File: config.mk
export PLATFORM = sky130hd
export DESIGN_NAME = sqrt_seq
export DESIGN_NICKNAME = d
export VERILOG_FILES = /design/src/rtl/sqrt_seq.sv
export SDC_FILE = /design/constraint.sdc
export NUM_CORES = 1
export LEC_CHECK = 0
export CORE_UTILIZATION = 53
export DETAILED_ROUTE_END_ITERATION = 8
export PLACE_DENSITY = 0.81
export SKIP_LAST_GASP = 1
export SYNTH_ARGS = -nofsm -noshare
export SYNTH_HDL_FRONTEND = slang
export SYNTH_SLANG_ARGS = --single-unit
File: constraint.sdc
create_clock -name clk_i -period 13.1 [get_ports clk_i]
set_clock_uncertainty 0.05 [all_clocks]
set_input_delay 2.62 -clock clk_i [delete_from_list [all_inputs] [get_ports clk_i]]
set_output_delay 2.62 -clock clk_i [all_outputs]
set_load 0.01 [all_outputs]
File: src/rtl/sqrt_seq.sv
// sqrt_seq -- sequential fixed-point square root, one root bit per clock.
//
// The radicand is pre-shifted left by 2*FRAC_BITS. Then FRAC_BITS binary
// fraction bits of the root are produced by restoring digit-by-digit
// extraction. One operand is accepted on a valid/ready handshake. The
// result is held on a valid/ready handshake until the consumer accepts it.
// The fraction is also given exactly in decimal, as frac * 5^FRAC_BITS,
// in units of 10^-FRAC_BITS.
//
// Optional feature (macro SQRT_REM_EN):
//   When this macro is defined, two ports are added:
//     rem_o   -- final remainder X - root^2
//     exact_o -- set when rem_o is zero
//   Both are registered with the result. The latency does not change.
//
// Reset is synchronous and active-high (rst_i). It overrides every other
// input.
module sqrt_seq #(
   parameter int  IN_W      = 33,
   parameter int  FRAC_BITS = 5,
   localparam int XW        = ((IN_W + 2 * FRAC_BITS + 1) / 2) * 2,
   localparam int RW        = XW / 2,
   localparam int INT_W     = RW - FRAC_BITS,
   localparam int DEC_W     = $clog2(10 ** FRAC_BITS) + 1
) (
   input  logic               clk_i,
   input  logic               rst_i,
   input  logic               valid_i,
   output logic               ready_o,
   input  logic [IN_W-1:0]    data_i,
   output logic               valid_o,
   input  logic               ready_i,
   output logic [INT_W-1:0]   result_o,
   output logic [FRAC_BITS-1:0] frac_o,
   output logic [DEC_W-1:0]   result_dec_o,
   output logic               busy_o
`ifdef SQRT_REM_EN
   ,
   output logic [RW:0]        rem_o,
   output logic               exact_o
`endif
);

   // Iteration counter width: it counts down from RW-1 to 0.
   localparam int CW = (RW > 1) ? $clog2(RW) : 1;

   // Exact decimal scale for the fraction:
   // frac / 2^F = frac * 5^F / 10^F.
   localparam logic [DEC_W-1:0] POW5_C = DEC_W'(5 ** FRAC_BITS);

   typedef enum logic [1:0] {
      IDLE = 2'd0,
      CALC = 2'd1,
      DONE = 2'd2
   } state_t;

   // ------------------------------------------------------------------
   // Helpers
   // ------------------------------------------------------------------

   // Converts binary fraction bits into decimal units of 10^-FRAC_BITS.
   // The product always fits in DEC_W bits, because (2^F-1)*5^F < 10^F.
   function automatic logic [DEC_W-1:0] frac_to_dec(
      input logic [FRAC_BITS-1:0] f
   );
      return DEC_W'(f) * POW5_C;
   endfunction

   // ------------------------------------------------------------------
   // State and datapath registers
   // ------------------------------------------------------------------
   state_t              state_r;
   state_t              state_s;
   logic                ready_r;
   logic                valid_r;
   logic                busy_r;

   logic [XW-1:0]       x_r;
   logic [XW-1:0]       x_s;
   logic [RW-1:0]       root_r;
   logic [RW-1:0]       root_s;
   logic [RW+1:0]       rem_r;
   logic [RW+1:0]       rem_s;
   logic [CW-1:0]       cnt_r;
   logic [CW-1:0]       cnt_s;

   logic                load_s;
   logic                step_s;
   logic                finish_s;

   logic [XW-1:0]       x_load_s;
   logic [RW+3:0]       rem_shift_s;
   logic [RW+3:0]       trial_s;
   logic [RW+1:0]       diff_s;
   logic                ge_s;
   logic [RW+1:0]       rem_step_s;
   logic [RW-1:0]       root_step_s;

   logic [INT_W-1:0]     result_r;
   logic [FRAC_BITS-1:0] frac_r;
   logic [DEC_W-1:0]     dec_r;
`ifdef SQRT_REM_EN
   logic [RW:0]          rem_res_r;
   logic                 exact_r;
`endif

   // ------------------------------------------------------------------
   // Control
   // ------------------------------------------------------------------

   // Next-state logic, plus the load/step/finish strobes for the datapath.
   always_comb begin
      state_s  = state_r;
      load_s   = 1'b0;
      step_s   = 1'b0;
      finish_s = 1'b0;
      case (state_r)
         IDLE: begin
            if (valid_i) begin
               load_s  = 1'b1;
               state_s = CALC;
            end else begin
               state_s = IDLE;
            end
         end
         CALC: begin
            step_s = 1'b1;
            if (cnt_r == {CW{1'b0}}) begin
               finish_s = 1'b1;
               state_s  = DONE;
            end else begin
               state_s = CALC;
            end
         end
         DONE: begin
            if (ready_i) begin
               state_s = IDLE;
            end else begin
               state_s = DONE;
            end
         end
         default: begin
            state_s = IDLE;
         end
      endcase
   end

   // State register. The handshake flags are registered and decoded from
   // the next state.
   always_ff @(posedge clk_i) begin
      if (rst_i) begin
         state_r <= IDLE;
         ready_r <= 1'b1;
         valid_r <= 1'b0;
         busy_r  <= 1'b0;
      end else begin
         state_r <= state_s;
         ready_r <= (state_s == IDLE);
         valid_r <= (state_s == DONE);
         busy_r  <= (state_s == CALC);
      end
   end

   // ------------------------------------------------------------------
   // Restoring square-root step
   // ------------------------------------------------------------------

   // Builds the pre-shifted radicand and computes one digit step.
   // The remainder is at most 2*root. Because of this bound, truncating
   // the difference and the shifted remainder to RW+2 bits loses nothing.
   always_comb begin
      x_load_s = {XW{1'b0}};
      x_load_s[2 * FRAC_BITS +: IN_W] = data_i;

      rem_shift_s = {rem_r, x_r[XW-1:XW-2]};
      trial_s     = {2'b00, root_r, 2'b01};
      ge_s        = (rem_shift_s >= trial_s);
      diff_s      = rem_shift_s[RW+1:0] - trial_s[RW+1:0];

      if (ge_s) begin
         rem_step_s  = diff_s;
         root_step_s = {root_r[RW-2:0], 1'b1};
      end else begin
         rem_step_s  = rem_shift_s[RW+1:0];
         root_step_s = {root_r[RW-2:0], 1'b0};
      end
   end

   // Next values for the working registers: load, iterate, or hold.
   always_comb begin
      x_s    = x_r;
      root_s = root_r;
      rem_s  = rem_r;
      cnt_s  = cnt_r;
      if (load_s) begin
         x_s    = x_load_s;
         root_s = {RW{1'b0}};
         rem_s  = {(RW + 2){1'b0}};
         cnt_s  = CW'(RW - 1);
      end else if (step_s) begin
         x_s    = {x_r[XW-3:0], 2'b00};
         root_s = root_step_s;
         rem_s  = rem_step_s;
         cnt_s  = cnt_r - CW'(1);
      end else begin
         x_s    = x_r;
         root_s = root_r;
         rem_s  = rem_r;
         cnt_s  = cnt_r;
      end
   end

   // Working registers for the radicand, partial root, remainder and
   // counter.
   always_ff @(posedge clk_i) begin
      if (rst_i) begin
         x_r    <= {XW{1'b0}};
         root_r <= {RW{1'b0}};
         rem_r  <= {(RW + 2){1'b0}};
         cnt_r  <= {CW{1'b0}};
      end else begin
         x_r    <= x_s;
         root_r <= root_s;
         rem_r  <= rem_s;
         cnt_r  <= cnt_s;
      end
   end

   // ------------------------------------------------------------------
   // Result registers
   // ------------------------------------------------------------------

   // The result registers load only on the last iteration. They therefore
   // keep the last delivered result through IDLE and CALC.
   always_ff @(posedge clk_i) begin
      if (rst_i) begin
         result_r  <= {INT_W{1'b0}};
         frac_r    <= {FRAC_BITS{1'b0}};
         dec_r     <= {DEC_W{1'b0}};
`ifdef SQRT_REM_EN
         rem_res_r <= {(RW + 1){1'b0}};
         exact_r   <= 1'b0;
`endif
      end else if (finish_s) begin
         result_r  <= root_step_s[RW-1:FRAC_BITS];
         frac_r    <= root_step_s[FRAC_BITS-1:0];
         dec_r     <= frac_to_dec(root_step_s[FRAC_BITS-1:0]);
`ifdef SQRT_REM_EN
         rem_res_r <= rem_step_s[RW:0];
         exact_r   <= (rem_step_s == {(RW + 2){1'b0}});
`endif
      end else begin
         result_r  <= result_r;
         frac_r    <= frac_r;
         dec_r     <= dec_r;
`ifdef SQRT_REM_EN
         rem_res_r <= rem_res_r;
         exact_r   <= exact_r;
`endif
      end
   end

   // ------------------------------------------------------------------
   // Outputs
   // ------------------------------------------------------------------
   assign ready_o      = ready_r;
   assign valid_o      = valid_r;
   assign busy_o       = busy_r;
   assign result_o     = result_r;
   assign frac_o       = frac_r;
   assign result_dec_o = dec_r;
`ifdef SQRT_REM_EN
   assign rem_o        = rem_res_r;
   assign exact_o      = exact_r;
`endif

endmodule

; Yosys cells after proc, flatten, opt, wreduce, memory -nomap -nowiden
; Index checks and enable logic that the tools add are counted.
[totals]
elab_cells = 41
out_inout_bits = 43
in_bits = 37
reg_bits = 129
[classes]
order_cmp = 1
n_mux = 15
n_reduce_logical = 5
n_addsub = 2
eq_ne = 4
n_mul = 1
[op_table]
columns = cell, n
row1 = 43-bit two-way mux, 2
row2 = 26-bit by 24-bit >= comparator with 1-bit output, 1
row3 = 24-bit two-way mux, 1
row4 = 24-bit subtractor, 1
row5 = 5-bit by 12-bit multiplier with 17-bit output (second input constant), 1
row6 = 5-bit two-way mux, 2
row7 = 1-bit two-way mux, 7
row8 = 2-bit one-hot mux with 3 select lines, 1
row9 = 5-bit zero test, 1
row10 = 5-bit by 1-bit subtractor with 5-bit output (second input constant), 1
row11 = 2-bit by 1-bit == test with 1-bit output (second input constant), 2
row12 = 2-bit == test (second input constant), 2
row13 = 2-bit zero test, 2
row14 = 2-bit two-way mux, 2
row15 = 2-bit nonzero test, 1
row16 = 2-bit OR reduction, 1

; Depth between registers and ports, before layout
[logic_depth]
depth_word = 4
depth_mapped = 23
depth_no_buf = 21

; Least setup slack after synthesis
; No wires, ideal clock.
[synth_path]
path_kind = flip-flop to flip-flop
startpoint = register root_r[0]
endpoint = register dec_r[16], in the netlist result_dec_o[16]
n_path_buf = 2
synth_period_minus_slack_ns = 4.574
required_time_ns = 12.980
stages_incl_launch_ff = 22
slack_ns = 8.526
arrival_ns = 4.454
setup_ns = 0.070
path_cell_list = dfxtp_1 inv_1 ha_1 a21oi_1 o21ai_0 a31oi_1 nor4_1 o21ai_1 a21oi_2 buf_6 buf_12 fa_1 ha_1 a31o_2 a21oi_1 o21ai_1 o41ai_1 nor2b_1 o311ai_1 xnor2_1 nand2_1 a21oi_1
[synth_via]
elab_chain_cells = 3
[synth_rtl]
columns = element, line_no
row1 = from (decl), 80  ; logic [RW-1:0] root_r;
row2 = from (signal assigned), 218  ; root_r <= {RW{1'b0}};
row3 = from (signal assigned), 223  ; root_r <= root_s;
row4 = 26-bit by 24-bit >= comparator with 1-bit output, 177  ; ge_s = (rem_shift_s >= trial_s);
row5 = net ge_s, 95  ; logic ge_s;
row6 = 1-bit two-way mux, 180  ; if (ge_s) begin
row7 = 5-bit by 12-bit multiplier with 17-bit output, 66  ; return DEC_W'(f) * POW5_C;
row8 = to (signal assigned), 239  ; dec_r <= {DEC_W{1'b0}};
row9 = to (signal assigned), 247  ; dec_r <= frac_to_dec(root_step_s[FRAC_BITS-1:0]);
row10 = to (signal assigned), 255  ; dec_r <= dec_r;
row11 = to (decl), 101  ; logic [DEC_W-1:0] dec_r;
; The timed path passes the listed nets, and every way through them passes these cells.
; A chain may end at the register's enable or synchronous reset.

; Worst setup path in the final report
[layout_path]
startpoint = register root_r[0]
endpoint = register dec_r[16], in the netlist result_dec_o[16]
[layout_via]
elab_chain_cells = 3
[layout_rtl]
columns = element, line_no
row1 = 26-bit by 24-bit >= comparator with 1-bit output, 177
row2 = 1-bit two-way mux, 180
row3 = 5-bit by 12-bit multiplier with 17-bit output *, 66
; Every way passes the cells marked *; elsewhere a longest branch is shown, timed or not.

==> impl_metrics.csv <==
group,metric,value,unit
status,status,"complete, but fails checks",
status,failed_checks,"design-rule violations",
sta,fmax,195,MHz
drt,drc,2,
power_and_ir_drop,p_sw,0.000441,W
drt,via_per_inst,5.60,
synthesis,synthCells,833,
sta,setup-tns-final,0,ns
power_and_ir_drop,leakagePower,3.34,nW
worst_setup_path,crit_path_max_incr_delay,0.54,ns
sta,max_slew_margin,0.282,
layout,insertedDiodeCount,0,
floorplanning,dieArea,13300,sq um
synthesis,avgSynthCellArea,8.19,sq um
clocking,post_cts_resize_count,0,
drt,wire_per_inst,15.1,um
worst_setup_path,startpoint_type,"flip-flop",
drt,drt_first_pass_iters,6,
synthesis,ys_warn_count,0,
grt,grt_pass1_vias,5753,
synthesis,synth_nets,926,
power_and_ir_drop,p_clk_frac,0.359,
sta,finalSetupViolCount,0,
sta,finalCriticalPeriod,5.12,ns
sta,fin_hold_ws,0.401,ns
clocking,path_clk_slew,0.06,ns
clocking,cts_tree,"done",
worst_setup_path,critPathSlowestCell,"dfxtp_1",
floorplanning,core,12600,sq um
synthesis,netlist_area,6830,sq um
floorplanning,die_h,115,um
synthesis,ys_types,57,
clocking,cts_sinks,127,
power_and_ir_drop,power_frac_seq,0.315,
drt,num_vias,6007,
sta,final-max-slew-violation-count,0,
drt,ant_nets,0,
flow_run,maxCapViolCount,0,
layout,drive_gt1_frac,0.0589,
clocking,cts_buffers,17,
clocking,h-tree-depth,4,
clocking,cts_setup_buffers,0,
placed_design,place.gp.congestion,0.876,
layout,layout_common_cells,"dfxtp_1 (127), nand2_1 (122), a21oi_1 (108)",
power_and_ir_drop,vdd_drop_max,0.119,mV
clocking,cts_root_buf,"clkbuf_16",
grt,grt_max_degree,82,
synthesis,yosysSeqAreaShare,0.373,
layout,finalNetCount,981,
grt,antenna_found_initial,0,
worst_setup_path,worstPathRequired,13.39,ns
layout,final_common_cell,"dfxtp_1",
synthesis,synth-seq-cells,127,
sta,rsz0062_at_grt,"false",
synthesis,synth_flop_cell,"dfxtp_1",
floorplanning,io_pins,80,
placed_design,port_buffers,78,
worst_setup_path,endpoint_kind,"flip-flop",
clocking,hold_buffers,0,
grt,grt_overflow_total,0,
worst_setup_path,cp_data_arrival_time,5.42,ns
grt,grt_pass1_wl,27100,um
worst_setup_path,cp_max_fo,8,
clocking,insertion_delay,0.42,ns
power_and_ir_drop,p_comb_frac,0.326,
floorplanning,die_width,115,um
layout,syn_to_final_growth,21.5,%
synthesis,synth_edf_count,0,
drt,drt_iter0_markers,422,
min_path,hold_class,"reg2reg",
placed_design,hpwl,10500,um
drt,drt_wl_total,16200,um
synthesis,async_reset_ff_frac,0,
clocking,ctsLongestPathBuffers,2,
power_and_ir_drop,p_int,0.000952,W
floorplanning,start_util,0.543,
floorplanning,rows,41,
power_and_ir_drop,power_density,168,nW/um^2
sta,timing.final.crit_share,0.391,
worst_setup_path,crit_buf_inv,1,
grt,grt_usage,0.257,
sta,hold_viol,0,
worst_setup_path,path_delay_family,"compound AO/OA/AOI/OAI gates",
worst_setup_path,path_cells,"inv_1, ha_1, a21oi_1, o21ai_0, a31oi_1, nor4_1, o21ai_1, a21oi_4, ha_1, ha_1, a31o_2, a21oi_1, o21ai_1, o41ai_1, nor2b_1, o311ai_1, xnor2_1, nand2_1, a21oi_1",
power_and_ir_drop,switching_share,0.317,
worst_setup_path,worstSetupPathType,"reg2reg",
sta,tightestPinTransition,1.08,ns
[routing by layer]
layer | wire (um) | up-vias | global-route usage
met5 | 0 | - | 0
met4 | 264 | 0 | 0.0831
met3 | 722 | 21 | 0.0622
met2 | 7800 | 139 | 0.443
met1 | 7410 | 2808 | 0.314
li1 | - | 3039 | -
[cell type report]
class	instances	area, sq um
clock buffers	20	467
clock inverters	11	163
fillers	1029	4280
inverters	70	263
multi-input cells	584	3790
flip-flops and latches	127	2540
well taps	172	215
repair buffers	88	851
[stage by stage]
step                instance area (sq um)  setup slack (ns)  cells  power [W]   util
floorplan                            6830              8.53    833   0.000817      -
global placement                     7660              8.29   1041   0.000887  0.610
detailed placement                   7660              8.11   1041   0.000893  0.610
CTS                                  8290              8.03   1072    0.00139  0.660
global route                         8290              7.55   1072    0.00147  0.660
finish                               8290              7.98   1072    0.00139  0.660
[power by group through the flow]
stage                     clock, W  combinational [W]  sequential, W
after floorplan                  0           0.000375       0.000441
after global placement           0           0.000442       0.000445
after detailed placement         0           0.000447       0.000446
after CTS                 0.000505           0.000451       0.000438
after global routing      0.000524           0.000503       0.000442
final                     0.000500           0.000454       0.000439
[tightest hold or removal path, stage by stage (launching register included)]
cell and delay, ns:
dfxtp_1 0.30, nand2_1 0.05, a21oi_1 0.05
[cell usage after synthesis (9+ instances only)]
library cell | number | area, sq um
a211oi_1 | 10 | 75.1
a21o_1 | 13 | 97.6
a21oi_1 | 108 | 541
a221oi_1 | 30 | 263
clkbuf_1 | 44 | 165
dfxtp_1 | 127 | 2540
ha_1 | 54 | 676
inv_1 | 70 | 263
mux2i_1 | 22 | 220
nand2_1 | 122 | 458
nand3_1 | 9 | 45.0
nor2_1 | 30 | 113
o21ai_0 | 37 | 185
o22ai_1 | 32 | 200
xnor2_1 | 24 | 210
[path summary, 6_finish.rpt]
path	from	to	slack [ns]	cells after the start
worst min register to register	result_o[11]	result_o[11]	0.40	2
worst max-delay path	root_r[0]	result_dec_o[16]	7.98	19
worst min-delay path	result_o[11]	result_o[11]	0.40	2
worst max register to register	root_r[0]	result_dec_o[16]	7.98	19
[registers in the layout, indices dropped and copies added, names as in the netlist]
register      flops
cnt_r             5
ready_o           1
busy_o            1
state_r           2
root_r           22
rem_r            24
x_r              34
frac_o            5
valid_o           1
result_dec_o     15
result_o         17
[cell families after synthesis]
kind of cell | Yosys count | synth area share
other | 1 | 0.000549
AOI/OAI and AO/OA | 267 | 0.239
buffers and inverters | 122 | 0.0748
DFF | 127 | 0.373
muxes | 23 | 0.0339
and+or+nand+nor | 206 | 0.134
adders and majority gates | 56 | 0.105
xor gates and xnor gates | 31 | 0.0398
No activity file was read; power rests on OpenSTA's default activity.
